==> config.mk <==
export PLATFORM = sky130hd
export DESIGN_NAME = sync_counter_n
export DESIGN_NICKNAME = d
export VERILOG_FILES = /design/src/rtl/syncnt_pkg.sv /design/src/rtl/syncnt_term.sv /design/src/rtl/sync_counter_n.sv
export SDC_FILE = /design/constraint.sdc
export NUM_CORES = 1
export LEC_CHECK = 0
export BUFFER_PORTS_ARGS = -buffer_cell sky130_fd_sc_hd__buf_2
export CAP_MARGIN = 10
export CORE_UTILIZATION = 45
export DETAILED_ROUTE_END_ITERATION = 7
export PLACE_DENSITY = 0.72
export SETUP_SLACK_MARGIN = 0.15
export SYNTH_ARGS = -nofsm -noshare
export SYNTH_HDL_FRONTEND = slang
export SYNTH_HIERARCHICAL = 1
export SYNTH_SLANG_ARGS = --single-unit
==> constraint.sdc <==
create_clock -name CLK -period 2.3 [get_ports CLK]
set_input_delay 0.46 -clock CLK [delete_from_list [all_inputs] [get_ports CLK]]
set_output_delay 0.46 -clock CLK [all_outputs]
set_load 0.005 [all_outputs]
==> src/rtl/syncnt_pkg.sv <==
// Shared types for the sync_counter_n family: terminal-behaviour mode encoding.
package syncnt_pkg;

  typedef enum logic [1:0] {
    CM_WRAP    = 2'b00,
    CM_RELOAD  = 2'b01,
    CM_ONESHOT = 2'b10,
    CM_RSVD    = 2'b11
  } cnt_mode_t;

endpackage

==> src/rtl/syncnt_term.sv <==
// Terminal-value detector: all ones when counting up, zero when counting down.
module syncnt_term #(
  parameter int unsigned WIDTH = 8
) (
  input  logic [WIDTH-1:0] Q,
  input  logic             UD,
  output logic             at_term
);

  logic w_all_ones;
  logic w_all_zero;

  assign w_all_ones = &Q;
  assign w_all_zero = ~(|Q);
  assign at_term    = UD ? w_all_ones : w_all_zero;

endmodule

==> src/rtl/sync_counter_n.sv <==
// WIDTH-bit load/count/clear counter with up/down, wrap, auto-reload and one-shot
// terminal modes, plus a combinational carry chain for cascading.
module sync_counter_n
  import syncnt_pkg::*;
#(
  parameter int unsigned      WIDTH   = 8,
  parameter logic [WIDTH-1:0] RST_RLD = '0
) (
  input  logic             CLK,
  input  logic             CLR,
  input  logic             LDL,
  input  logic             RLDL,
  input  logic [WIDTH-1:0] D,
  input  logic             CI,
  input  logic             UD,
  input  logic [1:0]       MODE,
  output logic [WIDTH-1:0] Q,
  output logic [WIDTH-1:0] QB,
  output logic             CO,
  output logic             TCP,
  output logic             DONE
);

  localparam logic [WIDTH-1:0] LP_ONE = WIDTH'(1);

  logic [WIDTH-1:0] r_q;
  logic [WIDTH-1:0] r_rld;
  logic             r_done;
  logic             r_tcp;

  logic [WIDTH-1:0] w_q_nxt;
  logic             w_done_nxt;
  logic             w_at_term;
  logic             w_cnt_en;
  logic             w_term_evt;
  cnt_mode_t        w_mode;

  assign w_mode = cnt_mode_t'(MODE);

  syncnt_term #(
    .WIDTH (WIDTH)
  ) u_term (
    .Q       (r_q),
    .UD      (UD),
    .at_term (w_at_term)
  );

  // Counting is suppressed by a load in the same cycle and by an expired one-shot.
  assign w_cnt_en   = CI & LDL & ~r_done;
  assign w_term_evt = w_cnt_en & w_at_term;

  always_comb begin
    w_q_nxt    = r_q;
    w_done_nxt = r_done;
    if (!LDL) begin
      w_q_nxt    = D;
      w_done_nxt = 1'b0;
    end else if (w_cnt_en) begin
      if (!w_at_term) begin
        w_q_nxt = UD ? (r_q + LP_ONE) : (r_q - LP_ONE);
      end else begin
        unique case (w_mode)
          CM_RELOAD:  w_q_nxt    = r_rld;
          CM_ONESHOT: w_done_nxt = 1'b1;
          CM_WRAP,
          CM_RSVD:    w_q_nxt    = UD ? '0 : '1;
          default:    w_q_nxt    = r_q;
        endcase
      end
    end
  end

  always_ff @(posedge CLK) begin
    if (CLR) begin
      r_q    <= '0;
      r_rld  <= RST_RLD;
      r_done <= 1'b0;
      r_tcp  <= 1'b0;
    end else begin
      r_q    <= w_q_nxt;
      r_done <= w_done_nxt;
      r_tcp  <= w_term_evt;
      // Reload write lands after this edge, so a same-cycle terminal event uses the old value.
      if (!RLDL) begin
        r_rld <= D;
      end
    end
  end

  assign Q    = r_q;
  assign QB   = ~r_q;
  assign CO   = CI & w_at_term & ~r_done;
  assign TCP  = r_tcp;
  assign DONE = r_done;

endmodule
Yosys cells after proc, flatten, opt, wreduce, memory -nomap -nowiden
Index checks and enable logic that the tools add are counted.
{ "op_classes": {"muxes": 7, "bitwise_logic": 9, "reduce_logical": 7, "n_eq_ne": 5, "addsub": 2} }
{ "ops": {"columns": ["cell", "n"], "rows": [
  ["$mux 8", 5],
  ["$pmux 8 s2", 1],
  ["$add 8x1->8 const B", 1],
  ["$not 8->8", 1],
  ["$reduce_and 8->1", 1],
  ["$reduce_or 8->1", 1],
  ["$sub 8x1->8 const B", 1],
  ["$and 1x1->1", 5],
  ["$eq 2x2->1 const B", 2],
  ["$ne 4x2->1 const B", 1],
  ["$reduce_or 2->1", 2],
  ["$not 1->1", 3],
  ["$reduce_and 3->1", 1],
  ["$eq 2x1->1 const B", 1],
  ["$logic_not 2->1", 1],
  ["$ne 2x1->1 const B", 1],
  ["$reduce_and 2->1", 1],
  ["$mux 1", 1]
]} }
{ "totals": {"regBits": 18, "input_bits": 16} }

Longest topological paths before layout
{ "logic_depth": {"ltp_word": 6, "depth_mapped": 7, "depth_no_buf": 7} }

Cells and area by module
Netlist, hierarchy kept.
{ "by_module_without_submodules": {"columns": ["module", "cells_per_inst", "instances", "area_each_um2", "seq_area_each_um2"], "rows": [
  ["sync_counter_n", 152, 1, 1252.5, 360.3],
  ["syncnt_term", 8, 1, 42.5, 0.0]
]} }

Worst setup path before layout
Ideal clock, no wire load.
{ "synth_path": {"path_type": "input -> register", "from": "input UD", "to": "register r_q[5] (netlist: Q[5])", "arrival_ns": 1.896, "slack_ns": 0.300, "cell_stages": 6, "setup_time_ns": 0.103, "path_buffers": 0, "path_cell_list": "nand4_1 o31ai_1 a21boi_4 o21ai_2 and3_4 a2111oi_2"} }
{ "synth_between": {"elab_cells_between_ends": 9, "classes_between": "eq/ne (1); mux (7); reduce/logical (1)"} }
{ "synth_lines": {"columns": ["element", "line_no", "source"], "rows": [
  ["start, declared", "sync_counter_n.sv:15", "input logic UD,"],
  ["$mux 1 *", "syncnt_term.sv:15", "assign at_term = UD ? w_all_ones : w_all_zero;"],
  ["named net w_at_term", "sync_counter_n.sv:33", "logic w_at_term;"],
  ["$mux 8", "sync_counter_n.sv:59", "if (!w_at_term) begin"],
  ["$mux 8", "sync_counter_n.sv:58", "end else if (w_cnt_en) begin"],
  ["$mux 8", "sync_counter_n.sv:55", "if (!LDL) begin"],
  ["end signal, assigned", "sync_counter_n.sv:80", "r_q <= w_q_nxt;"],
  ["end, declared", "sync_counter_n.sv:26", "logic [WIDTH-1:0] r_q;"]
]} }
The timed path passes the listed nets; every way through them passes the cells marked *. The select of a mux whose other input is x is not followed.
A chain may end at the register's enable or synchronous reset.

Worst setup path after layout
{ "layout_path": {"from": "register r_q[4] (netlist: Q[4])", "to": "output CO"} }
{ "layout_between": {"elab_chain_len": 5, "elab_cells_between_ends": 6, "classes_between": "mux (1); bitwise (3); reduce/logical (2)"} }
{ "layout_rtl": {"columns": ["element", "line_no", "source"], "rows": [
  ["$reduce_or 8->1", "syncnt_term.sv:14", "assign w_all_zero = ~(|Q);"],
  ["$not 1->1", "syncnt_term.sv:14", null],
  ["$mux 1 *", "syncnt_term.sv:15", null],
  ["named net w_at_term", "sync_counter_n.sv:33", null],
  ["$and 1x1->1 * (2 in a row)", "sync_counter_n.sv:92", "assign CO = CI & w_at_term & ~r_done;"],
  ["end, declared", "sync_counter_n.sv:19", "output logic CO,"]
]} }
The timed path passes the listed nets; every way through them passes the cells marked *.

==> results by stage <==
Layout:
- For this run, the share of the core covered by cells in the final layout is 0.569.
- The number of standard cells in the layout, taps in and fillers out is 227.
- The share of final-layout standard cells stronger than drive strength 1 is 0.291.
- The area growth from synthesis to final layout is 20.1%.
- Counting the fill cells in the layout gives 274.
- The repair_antennas step left the layout with diodes totalling 0.
- For this run, the post-layout net count is 222.
- Summing all multi-input logic gate instances after layout gives 866 sq um.
- The total area of sequential cells is 368 sq um.

Global route:
- The maximum number of pins on one net before global-route repair is 23.
- The initial antenna violation count is 0.
- The number of global-route vias before repair is 1346.
- The first-pass GRT wire length is 5980 um.
- For this run, the total global-route usage over all layers was measured as 0.241.
- The remaining global-route overflow is 0.

STA:
- Setup repair after global routing could not meet its margin everywhere.
- Measured against its own limit, the worst slew margin works out to 0.724.
- The final setup violation count is 0.
- Across the routed clock network, the largest skew measured is 7.43 ps.
- The final period demand of the worst path is 2070 ps.
- The setup TNS is 0 ps.
- The final count of pins violating max slew came to 0.
- The transition time of the tightest slew-check pin is 404 ps.
- The post-route fraction of the period consumed by the critical path is 0.899.
- Based on the critical path, the design can be clocked at up to 484 MHz.
- The total count of hold-check failures in the final report is 0.

Synthesis:
- The warning count from the yosys run is 6.
- The synthesized instance count is 160.
- The main combinational cell family by area after synthesis is compound AO/OA/AOI/OAI gates.
- Of the total synthesized cell area, the portion taken by full adders, half adders and majority gates is 0.0831.
- Of the post-synthesis cell area, the part taken by muxes is 0.0773.
- The compound-cell area share of the yosys netlist is 0.266.
- The most used flip-flop cell after synthesis is dfxtp_1.
- The number of synthesized flops with an enable pin is 0.
- Of all flip-flops after synthesis, the portion carrying an async set or reset was 0.
- The post-synth net total is 184.
- A synthesized cell averages 8.09 sq um.
- Of the synthesized area, sequential elements account for 0.278.
- The area fraction in and, or, nand and nor cells after synthesis is 0.224.
- Of the total synthesized cell area, the portion taken by XOR and XNOR cells is 0.0135.
- The synthesized netlist contains 46 unique library cells.
- The area of the mapped netlist is 1290 sq um.
- Counting flops and latches in the post-synthesis netlist gives 18.

Detailed routing:
- The detailed-routed wire length on met2 is 1790 um.
- The wire length on met1 is 1500 um.
- The detail route stage leaves a number of antenna-violating nets equal to 0.
- The detailed router placed 1322 vias in this run.
- The DRC violation count after routing is 0.
- The length of the first detailed-routing pass in iterations is 4.
- The number of vias per cell after detailed routing is 5.82.
- For this block, the initial DRC count from the detailed router was 39.
- The wire length on met3 is 141 um.
- Signal routing reaches up to met4.
- After detailed routing, the total wire length is 3460 um.
- The routed wirelength normalized by instance count is 15.2 um.

Die:
- The initial core utilization is 0.474.
- The floorplan step defined a die boundary enclosing 3100 sq um.
- From left edge to right edge, the die measures 55.6 um.
- The die is 55.6 um tall.
- 35 I/O pins were placed.
- Row generation in the floorplan step produced 19 rows.
- The placeable core area is 2730 sq um.

Power and ir drop:
- The maximum ir drop on the vdd rail is 313 uV.
- For this design the ratio of total power to cell area is 528 nW/um^2.
- The leakage power summed over all cells is 0.714 nW.

Worst setup path:
- The setup path with the least slack is of type flip-flop to primary output.
- On the worst path, the slowest cell contributes a delay of 370 ps.
- The critical path goes through nor4_2, nand3_1, o31ai_1, buf_4, inv_1, nor2_1, buf_2.
- In this run the worst path has a maximum fanout of 5.
- The launching element type of the critical path is a flip-flop.
- The type of destination of the critical path is a primary output.
- The slowest cell on the critical path is dfxtp_2.
- The critical path data required time is 1840 ps.
- For the worst setup path, the data arrival time is 1610 ps.

Place:
- The final estimated routing congestion in global placement is 0.828.
- Port buffering added 34 buffers.
- The final HPWL from detailed placement is 2570 um.
- The number of placed instances with taps included is 219.

CTS:
- The number of sinks on the clock net is 18.
- The clock latency on the worst-skew pair is 310 ps.
- The number of clock buffers inserted by TritonCTS is 3.
- The maximum buffer depth of the clock tree is 2.
- The clock transition at the register clock pins on the worst setup and hold paths after CTS is 110 ps.
- In this run the clock root is driven by a clkbuf_4.
- The hold buffer count at cts is 0.
- The clock tree from TritonCTS is done.
- The depth of the CTS H-tree is 1.

Hold path:
- The path class of the tightest hold or removal check is input pin to flip-flop.

Status:
- The run finished with clean final reports.

Flow run:
- The tool flagged a number of max-cap violations equal to 0.
## routing by layer
| layer | GRT usage | vias to the layer above |
|---|---|---|
| met5 | 0 | - |
| met1 | 0.301 | 630 |
| met4 | 0.0536 | 0 |
| met3 | 0.0488 | 5 |
| met2 | 0.427 | 29 |
| li1 | - | 658 |
## critical path: cells and delay by family (launching register included)
kind	cells	cell delay [ps]
AOI/OAI and AO/OA	1	80
buffers and inverters	3	350
DFF	1	370
and+or+nand+nor	3	510
## final timing paths
check | cells past startpoint | from | endpoint | slack [ps]
worst max-delay path | 7 | Q[4] | CO | 230
worst min-delay path | 3 | D[0] | r_rld[0] | 390
worst max register to register | 9 | Q[0] | Q[6] | 260
worst min register to register | 2 | r_rld[0] | r_rld[0] | 520
## cell usage after synthesis (2+ instances only)
master	instances	area (sq um)
and3_1	3	18.8
nor2_1	22	82.6
o21ai_0	7	35.0
nand2_1	5	18.8
mux2i_1	10	100
and2b_1	2	15.0
nand2b_1	6	37.5
or3_1	3	18.8
buf_2	3	15.0
nand3_1	2	10.0
a211oi_1	5	37.5
a21oi_1	7	35.0
o21ai_1	2	10.0
and2_1	2	12.5
dfxtp_1	18	360
a31o_2	2	17.5
nor3_1	4	20.0
inv_1	12	45.0
ha_1	7	87.6
o211ai_1	5	37.5
a21o_1	2	15.0
nor2b_1	3	18.8
clkbuf_1	4	15.0
a311o_1	2	20.0
## logic make-up after synthesis
family	count (synthesis)
adders and majority gates	8
AOI/OAI and AO/OA	46
buffers and inverters	19
and+or+nand+nor	57
muxes	10
DFF	18
xor gates and xnor gates	2
## sequential cells by signal, indices dropped and copies added, names as in the netlist
name / flops
DONE: 1
Q: 8
TCP: 1
r_rld: 8
## stage by stage
stage	cell area, sq um	power [mW]	hold WS (ps)	worst slack (ps)
after floorplan	1290	0.554	458	300
after global placement	1480	0.637	478	179
after detailed placement	1480	0.644	495	90.0
after CTS	1530	0.808	405	166
after global routing	1560	0.875	413	116
final	1560	0.821	394	232
## where the power goes
part / total [mW] / switching, mW / internal, mW
sequential: 0.372 / 0.0338 / 0.338
clock: 0.166 / 0.104 / 0.0613
combinational: 0.284 / 0.150 / 0.133
## layout by cell type, fill, tap and decap left out, types with 2 or more instances in the layout
master	netlist	layout
buf_2	3	34
nor2_1	22	22
dfxtp_1	18	12
inv_1	12	12
mux2i_1	10	10
a21oi_1	7	7
o21ai_0	7	7
ha_1	7	7
dfxtp_2	0	6
nand2b_1	6	6
buf_4	0	6
a211oi_1	5	5
nand2_1	5	5
o211ai_1	5	5
nor3_1	4	4
and3_1	3	3
or3_1	3	3
nor2b_1	3	3
clkbuf_4	0	3
and2_1	2	2
a21o_1	2	2
a31o_2	2	2
a311o_1	2	2
o21ai_1	2	2
and2b_1	2	2
nand3_1	2	2
## final cells by class
class / instances / area share
Clock buffer: 3 / 0.0145
Inverter: 12 / 0.0290
Multi-Input combinational cell: 123 / 0.557
Sequential cell: 18 / 0.237
Tap cell: 31 / 0.0249
Timing Repair Buffer: 40 / 0.138
## timing repair
action,CTS,global route
endpoints found under the setup margin,1,6
gates resized for setup,0,7
setup buffers,3,2
gates cloned,0,0
Note: power is estimated with default switching activity, not from simulation.
